## src/rtl/vram_pkg.sv

```systemverilog
// Shared encodings for the VRAM access sequencer: command codes, FSM states,
// and the command decode used at request accept.
package vram_pkg;

    localparam logic [1:0] CMD_RD   = 2'd0;
    localparam logic [1:0] CMD_WR   = 2'd1;
    localparam logic [1:0] CMD_XFER = 2'd2;

    typedef enum logic [2:0] {
        ST_IDLE = 3'd0,
        ST_ROW  = 3'd1,
        ST_COL  = 3'd2,
        ST_XEND = 3'd3,
        ST_PRE  = 3'd4
    } vram_state_e;

    // The reserved code behaves exactly like a read.
    function automatic logic [1:0] decode_cmd(input logic [1:0] cmd);
        return ((cmd == CMD_WR) || (cmd == CMD_XFER)) ? cmd : CMD_RD;
    endfunction

endpackage

```

## src/rtl/vram_ser_step.sv

```systemverilog
// Serial port stepper: on an accepted step it captures the current serial
// byte and raises SC for exactly one cycle, so steps come at most every
// other cycle. 'block' holds off steps while the serial register reloads.
module vram_ser_step (
    input  logic       clk,
    input  logic       rst_n,
    input  logic       step,
    input  logic       block,
    input  logic [7:0] sd_i,
    output logic       sc,
    output logic [7:0] sdata,
    output logic       busy
);

    logic       sc_q, sc_d;
    logic [7:0] sdata_q, sdata_d;
    logic       accept;

    assign busy  = sc_q | block;
    assign sc    = sc_q;
    assign sdata = sdata_q;

    // Accept a step only when SC is low and no reload window is open.
    always_comb begin
        accept  = step & ~busy;
        sc_d    = accept;
        sdata_d = accept ? sd_i : sdata_q;
    end

    // Stepper registers.
    always_ff @(posedge clk or negedge rst_n) begin
        if (!rst_n) begin
            sc_q    <= 1'b0;
            sdata_q <= 8'h00;
        end else begin
            sc_q    <= sc_d;
            sdata_q <= sdata_d;
        end
    end

endmodule

```

## src/rtl/vram_seq.sv

```systemverilog
// VRAM access sequencer: turns single-cycle read/write/read-transfer
// requests into registered RAS/CAS/WE/OE strobes with row/column muxing on
// AD, and hosts the serial stepper. One down-counter times every state;
// it is loaded with (cycles - 1) on state entry and the state exits at 0.
module vram_seq
    import vram_pkg::*;
#(
    parameter int T_RCD = 1,
    parameter int T_CAS = 3,
    parameter int T_RP  = 2
) (
    input  logic        MCLK,
    input  logic        RESET_N,
    input  logic        REQ,
    input  logic [1:0]  CMD,
    input  logic [15:0] ADDR,
    input  logic [7:0]  WDATA,
    output logic        BUSY,
    output logic        ACK,
    output logic [7:0]  RDATA,
    input  logic        SER_STEP,
    input  logic        SER_EN,
    output logic        SER_BUSY,
    output logic [7:0]  SDATA,
    output logic        RAS,
    output logic        CAS,
    output logic        WE,
    output logic        OE,
    output logic        SC,
    output logic        SE,
    output logic [7:0]  AD,
    output logic [7:0]  RD_o,
    output logic        RD_d,
    input  logic [7:0]  RD_i,
    input  logic [7:0]  SD_i,
    output vram_state_e DBG_STATE
);

    localparam logic [7:0] LD_RCD = 8'(T_RCD - 1);
    localparam logic [7:0] LD_CAS = 8'(T_CAS - 1);
    localparam logic [7:0] LD_RP  = 8'(T_RP - 1);

    vram_state_e state_q, state_d;
    logic [7:0]  cnt_q, cnt_d;
    logic [1:0]  cmd_q, cmd_d;
    logic [15:0] addr_q, addr_d;
    logic [7:0]  wdata_q, wdata_d;
    logic        ras_q, ras_d, cas_q, cas_d, we_q, we_d, oe_q, oe_d;
    logic [7:0]  ad_q, ad_d, rd_o_q, rd_o_d, rdata_q, rdata_d;
    logic        rd_d_q, rd_d_d, ack_q, ack_d, se_q;
    logic        ser_block;

    // Next state, timing counter, and request latch on accept.
    always_comb begin
        state_d = state_q;
        cnt_d   = cnt_q;
        cmd_d   = cmd_q;
        addr_d  = addr_q;
        wdata_d = wdata_q;
        case (state_q)
            ST_IDLE: begin
                if (REQ) begin
                    state_d = ST_ROW;
                    cnt_d   = LD_RCD;
                    cmd_d   = decode_cmd(CMD);
                    addr_d  = ADDR;
                    wdata_d = WDATA;
                end
            end
            ST_ROW: begin
                if (cnt_q == 8'd0) begin
                    state_d = ST_COL;
                    cnt_d   = LD_CAS;
                end else begin
                    cnt_d = cnt_q - 8'd1;
                end
            end
            ST_COL: begin
                if (cnt_q == 8'd0) begin
                    if (cmd_q == CMD_XFER) begin
                        state_d = ST_XEND;
                        cnt_d   = 8'd0;
                    end else begin
                        state_d = ST_PRE;
                        cnt_d   = LD_RP;
                    end
                end else begin
                    cnt_d = cnt_q - 8'd1;
                end
            end
            ST_XEND: begin
                state_d = ST_PRE;
                cnt_d   = LD_RP;
            end
            ST_PRE: begin
                if (cnt_q == 8'd0) begin
                    state_d = ST_IDLE;
                    cnt_d   = 8'd0;
                end else begin
                    cnt_d = cnt_q - 8'd1;
                end
            end
            default: begin
                state_d = ST_PRE;
                cnt_d   = LD_RP;
            end
        endcase
    end

    // Strobe/bus values for the coming cycle, derived from the next state so
    // every pin is a flop output. WE waits for the second COL cycle because
    // the VRAM latches the column one edge after CAS falls.
    always_comb begin
        ras_d   = 1'b1;
        cas_d   = 1'b1;
        we_d    = 1'b1;
        oe_d    = 1'b1;
        ad_d    = 8'h00;
        rd_o_d  = rd_o_q;
        rd_d_d  = 1'b0;
        ack_d   = 1'b0;
        rdata_d = rdata_q;
        case (state_d)
            ST_ROW: begin
                ras_d = 1'b0;
                ad_d  = addr_d[15:8];
                oe_d  = (cmd_d != CMD_XFER);
            end
            ST_COL: begin
                ras_d = 1'b0;
                cas_d = 1'b0;
                ad_d  = addr_d[7:0];
                if (cmd_d == CMD_WR) begin
                    oe_d   = 1'b1;
                    rd_o_d = wdata_d;
                    rd_d_d = 1'b1;
                    we_d   = (state_q != ST_COL);
                end else begin
                    oe_d = 1'b0;
                end
            end
            ST_XEND: begin
                ras_d = 1'b0;
                cas_d = 1'b0;
                ad_d  = addr_d[7:0];
            end
            ST_PRE: begin
                ack_d = (state_q != ST_PRE);
            end
            default: ;
        endcase
        if ((state_q == ST_COL) && (cnt_q == 8'd0) && (cmd_q == CMD_RD)) begin
            rdata_d = RD_i;
        end
    end

    // Sequencer registers; reset parks in PRE so the VRAM sees a full precharge.
    always_ff @(posedge MCLK or negedge RESET_N) begin
        if (!RESET_N) begin
            state_q <= ST_PRE;
            cnt_q   <= LD_RP;
            cmd_q   <= CMD_RD;
            addr_q  <= 16'h0000;
            wdata_q <= 8'h00;
            ras_q   <= 1'b1;
            cas_q   <= 1'b1;
            we_q    <= 1'b1;
            oe_q    <= 1'b1;
            ad_q    <= 8'h00;
            rd_o_q  <= 8'h00;
            rd_d_q  <= 1'b0;
            ack_q   <= 1'b0;
            rdata_q <= 8'h00;
            se_q    <= 1'b1;
        end else begin
            state_q <= state_d;
            cnt_q   <= cnt_d;
            cmd_q   <= cmd_d;
            addr_q  <= addr_d;
            wdata_q <= wdata_d;
            ras_q   <= ras_d;
            cas_q   <= cas_d;
            we_q    <= we_d;
            oe_q    <= oe_d;
            ad_q    <= ad_d;
            rd_o_q  <= rd_o_d;
            rd_d_q  <= rd_d_d;
            ack_q   <= ack_d;
            rdata_q <= rdata_d;
            se_q    <= ~SER_EN;
        end
    end

    // Serial steps must not race the reload: hold them off in XEND and in the
    // first PRE cycle after a transfer (ACK marks that first PRE cycle).
    assign ser_block = (state_q == ST_XEND) ||
                       ((state_q == ST_PRE) && ack_q && (cmd_q == CMD_XFER));

    vram_ser_step u_ser_step (
        .clk   (MCLK),
        .rst_n (RESET_N),
        .step  (SER_STEP),
        .block (ser_block),
        .sd_i  (SD_i),
        .sc    (SC),
        .sdata (SDATA),
        .busy  (SER_BUSY)
    );

    assign BUSY      = (state_q != ST_IDLE);
    assign ACK       = ack_q;
    assign RDATA     = rdata_q;
    assign RAS       = ras_q;
    assign CAS       = cas_q;
    assign WE        = we_q;
    assign OE        = oe_q;
    assign SE        = se_q;
    assign AD        = ad_q;
    assign RD_o      = rd_o_q;
    assign RD_d      = rd_d_q;
    assign DBG_STATE = state_q;

endmodule

```

## config.mk

```make
export PLATFORM = sky130hd
export DESIGN_NAME = vram_seq
export DESIGN_NICKNAME = d
export VERILOG_FILES = /design/src/rtl/vram_pkg.sv /design/src/rtl/vram_ser_step.sv /design/src/rtl/vram_seq.sv
export SDC_FILE = /design/constraint.sdc
export NUM_CORES = 1
export LEC_CHECK = 0
export ABC_AREA = 1
export BUFFER_PORTS_ARGS = -buffer_cell sky130_fd_sc_hd__buf_4
export CORE_AREA = 2 2 101 103
export CTS_CLUSTER_SIZE = 14
export DETAILED_ROUTE_END_ITERATION = 6
export DIE_AREA = 0 0 103 105
export GPL_ROUTABILITY_DRIVEN = 1
export PLACE_DENSITY_LB_ADDON = 0.12
export SLEW_MARGIN = 20
export SYNTH_ARGS = -nofsm -noshare
export SYNTH_HDL_FRONTEND = slang
export SYNTH_SLANG_ARGS = --single-unit
```

## constraint.sdc

```tcl
create_clock -name MCLK -period 1.97 [get_ports MCLK]
set_input_delay 0.394 -clock MCLK [delete_from_list [all_inputs] [get_ports MCLK]]
set_output_delay 0.394 -clock MCLK [all_outputs]
set_load 0.01 [all_outputs]
```

==> qor.csv <==
stage,metric,value,unit
sta,Fin Hold WS,150,ps
yosys,Netlist cell types,31,
clock_network,htree depth,3,
sta,TNS Setup,0,ps
global_routing,Overflow after GRT,0,
die,Starting Density,0.345,
yosys,"Net Count, Synth",424,
min_path,Hold WC Path Type,in -> reg,
yosys,Seq cells post-synth,77,
flow_run,MaxCap Viol Count,0,
clock_network,number of CTS-inserted buffers,9,
place,RD Place Congestion,0.793,
setup_path,CP cell instances,inv_2 -> a31oi_2 -> nand2_1 -> buf_4,
route,ANT nets after route,0,
clock_network,Worst-Skew Late Latency,350,ps
sta,Tightest Pin Transition,365,ps
power_and_ir_drop,switching share of power,0.376,
place,Port Buffer Count,91,
global_routing,first-pass GRT wire length,13100,um
route,DRC violations left,0,
sta,setup violators final,0,
yosys,Synth area leaders,"dfrtp_1, nand2_1, dfstp_2, nand3_1, o21ai_0",
setup_path,Critical-path top delay cell,dfstp_2,
global_routing,pin count of the biggest net entering global routing,43,
global_routing,vias in the first global route,2722,
yosys,Post-Syn Area,3330,um^2
layout,P&R area growth vs syn,33.8,%
route,initial drt markers,56,
yosys,most common cell in the synthesized netlist,nand2_1,
setup_path,"Arr. time, crit path",1440,ps
die,Die Footprint,10800,um^2
layout,Final Instance Area,4450,um^2
sta,final worst path period share,0.933,
route,DR vias/cell,4.44,
route,Routed WL per cell,12.8,um
run_status,outcome,"complete, no violations",
sta,Max-slew headroom,0.756,
power_and_ir_drop,sw power,2.30,mW
power_and_ir_drop,Internal,3.82,mW
layout,# fillers,1011,
die,die width,103,um
sta,crit path time final,1840,ps
yosys,Synth area leader,dfrtp_1,
route,WL final,7940,um
route,DR vias,2751,
die,io pins,92,
yosys,Post-synth top cells,"nand2_1, dfrtp_1, nand3_1",
layout,fraction of layout cells with a size suffix above 1,0.320,
clock_network,clk sinks,77,
yosys,Gate Count Post-Synth,376,
power_and_ir_drop,Leak,2.36,nW
power_and_ir_drop,Clk pwr share,0.212,
power_and_ir_drop,Seq pwr share,0.393,
yosys,Ys Warns,0,
sta,"Slew Viols, Final",0,
setup_path,Worst setup SP type,flip-flop,
layout,nets,530,
setup_path,crit path buf inv count,2,
global_routing,antenna violations before repair,0,
yosys,Post-synth ARST share,1.00,
layout,number of diodes,0,
sta,fmax,544,MHz
setup_path,max incr delay on CP,600,ps
yosys,Syn Area/Cell,8.85,um^2
setup_path,kind of critical path,reg -> out,
clock_network,CTS tree,done,
place,Placement Cell Area,4170,um^2
setup_path,crit path max fanout,6,
clock_network,Root Buffer,clkbuf_8,
sta,Final Hold Fails,0,
clock_network,clock tree buffer depth,2,
clock_network,Clock transition at path regs,80,ps
yosys,Synth top area share,0.527,
route,DR pass1 iterations,4,
setup_path,CP required,1580,ps
place,dpl hpwl,5570,um
yosys,Post-synth EDFFs,0,
power_and_ir_drop,Combinational Power Share,0.395,
yosys,sequential area share after synthesis,0.582,
sta,Setup Skew,17.2,ps
power_and_ir_drop,Worst VDD drop,0.560,mV
global_routing,Total Routing Usage GR,0.155,
sta,RSZ-0062 raised after global routing,false,
setup_path,critical path's top delay family,flip-flops,
die,Core Area,9640,um^2
yosys,Post-synth top flop,dfrtp_1,
setup_path,Crit. End Element,output pin,
die,die height,105,um
power_and_ir_drop,power per cell area,1380,nW/um^2
die,# rows,36,
-- per-stage QoR --
step / setup slack (ps) / power, mW / util / std cells
after floorplan: 346 / 3.93 / - / 376
after global placement: 168 / 4.74 / 0.433 / 599
after detailed placement: 121 / 4.78 / 0.433 / 599
after CTS: 7.92 / 6.08 / 0.455 / 615
after global routing: 32.1 / 6.63 / 0.462 / 620
final: 131 / 6.12 / 0.462 / 620
-- state kept, by name, indices dropped and copies added, names as in the netlist, 2 cells and up --
name and flops:
cmd_q 2, cnt_q 8, wdata_q 8, u_ser_step.sdata 8, DBG_STATE 3, RD_o 8, AD 8, addr_q 16
RDATA 8
-- power by group through the flow --
| stage | Sequential, mW | Clock, mW | Combinational [mW] |
|---|---|---|---|
| final | 2.41 | 1.30 | 2.42 |
| after global routing | 2.47 | 1.41 | 2.75 |
| after CTS | 2.40 | 1.33 | 2.35 |
| after detailed placement | 2.42 | 0 | 2.36 |
| after global placement | 2.42 | 0 | 2.32 |
| after floorplan | 2.47 | 0 | 1.45 |
-- final timing paths --
check                                        from                      to  slack [ps]  cells past startpoint
min                                        SER_EN            SE$_DFF_PN1_         150                      2
max in group asynchronous                 RESET_N  DBG_STATE[2]$_DFF_PN1_         920                      3
max reg2reg                DBG_STATE[2]$_DFF_PN1_     RD_o[4]$_DFFE_PN0P_         170                      9
min in group asynchronous                 RESET_N    cnt_q[3]$_DFFE_PN0P_         430                      2
min reg2reg                  RDATA[6]$_DFFE_PN0P_    RDATA[6]$_DFFE_PN0P_         480                      2
max                        DBG_STATE[2]$_DFF_PN1_                SER_BUSY         130                      4
-- metal layers --
metal,share of wire,up-vias,track usage
met5,0,-,0
met4,0.011,0,0.0517
met3,0.047,10,0.0435
met2,0.48,57,0.239
met1,0.46,1292,0.208
li1,-,1392,-
-- layout make-up --
class | instances | area [um^2] | share of cell area
clock buffers | 10 | 128 | 0.0287
multi-input cells | 266 | 1260 | 0.282
inverters | 26 | 97.6 | 0.0219
flip-flops and latches | 77 | 1940 | 0.435
well taps | 133 | 166 | 0.0374
repair buffers | 102 | 781 | 0.175
clock inverters | 6 | 86.3 | 0.0194
-- cell usage in the layout, fill, tap and decap left out, drive strengths merged --
cell         count
a21oi            2
nand4            1
dfrtp           70
nor3             2
o22ai            2
o211ai           2
xor2             4
nand3b           1
bufinv           2
o21ai           28
clkinv           2
nand2          171
inv             27
a31oi            1
dlygate4sd3      1
ha               1
dfstp            7
nor2            25
clkbuf          10
nand3           25
buf            101
clkinvlp         1
and2             1
-- cell families after synthesis --
kind of cell / after synthesis / share of synthesized area
AND/OR/NAND/NOR: 224 / 0.296
XOR/XNOR: 4 / 0.0105
buffers and inverters: 35 / 0.0526
AO/OA/AOI/OAI: 35 / 0.0553
flip-flops: 77 / 0.582
adder cells (fa/ha/maj): 1 / 0.00376
-- what timing repair did --
| item | CTS | global route |
|---|---|---|
| hold buffers | 1 | 0 |
| setup buffers | 0 | 3 |
| hold endpoints to repair | 5 | 0 |
| gates cloned | 0 | 2 |
| gates resized for setup | 0 | 6 |
| pin swaps | 0 | 2 |
| setup endpoints to repair | 1 | 19 |
(Power assumes the default switching activity.)
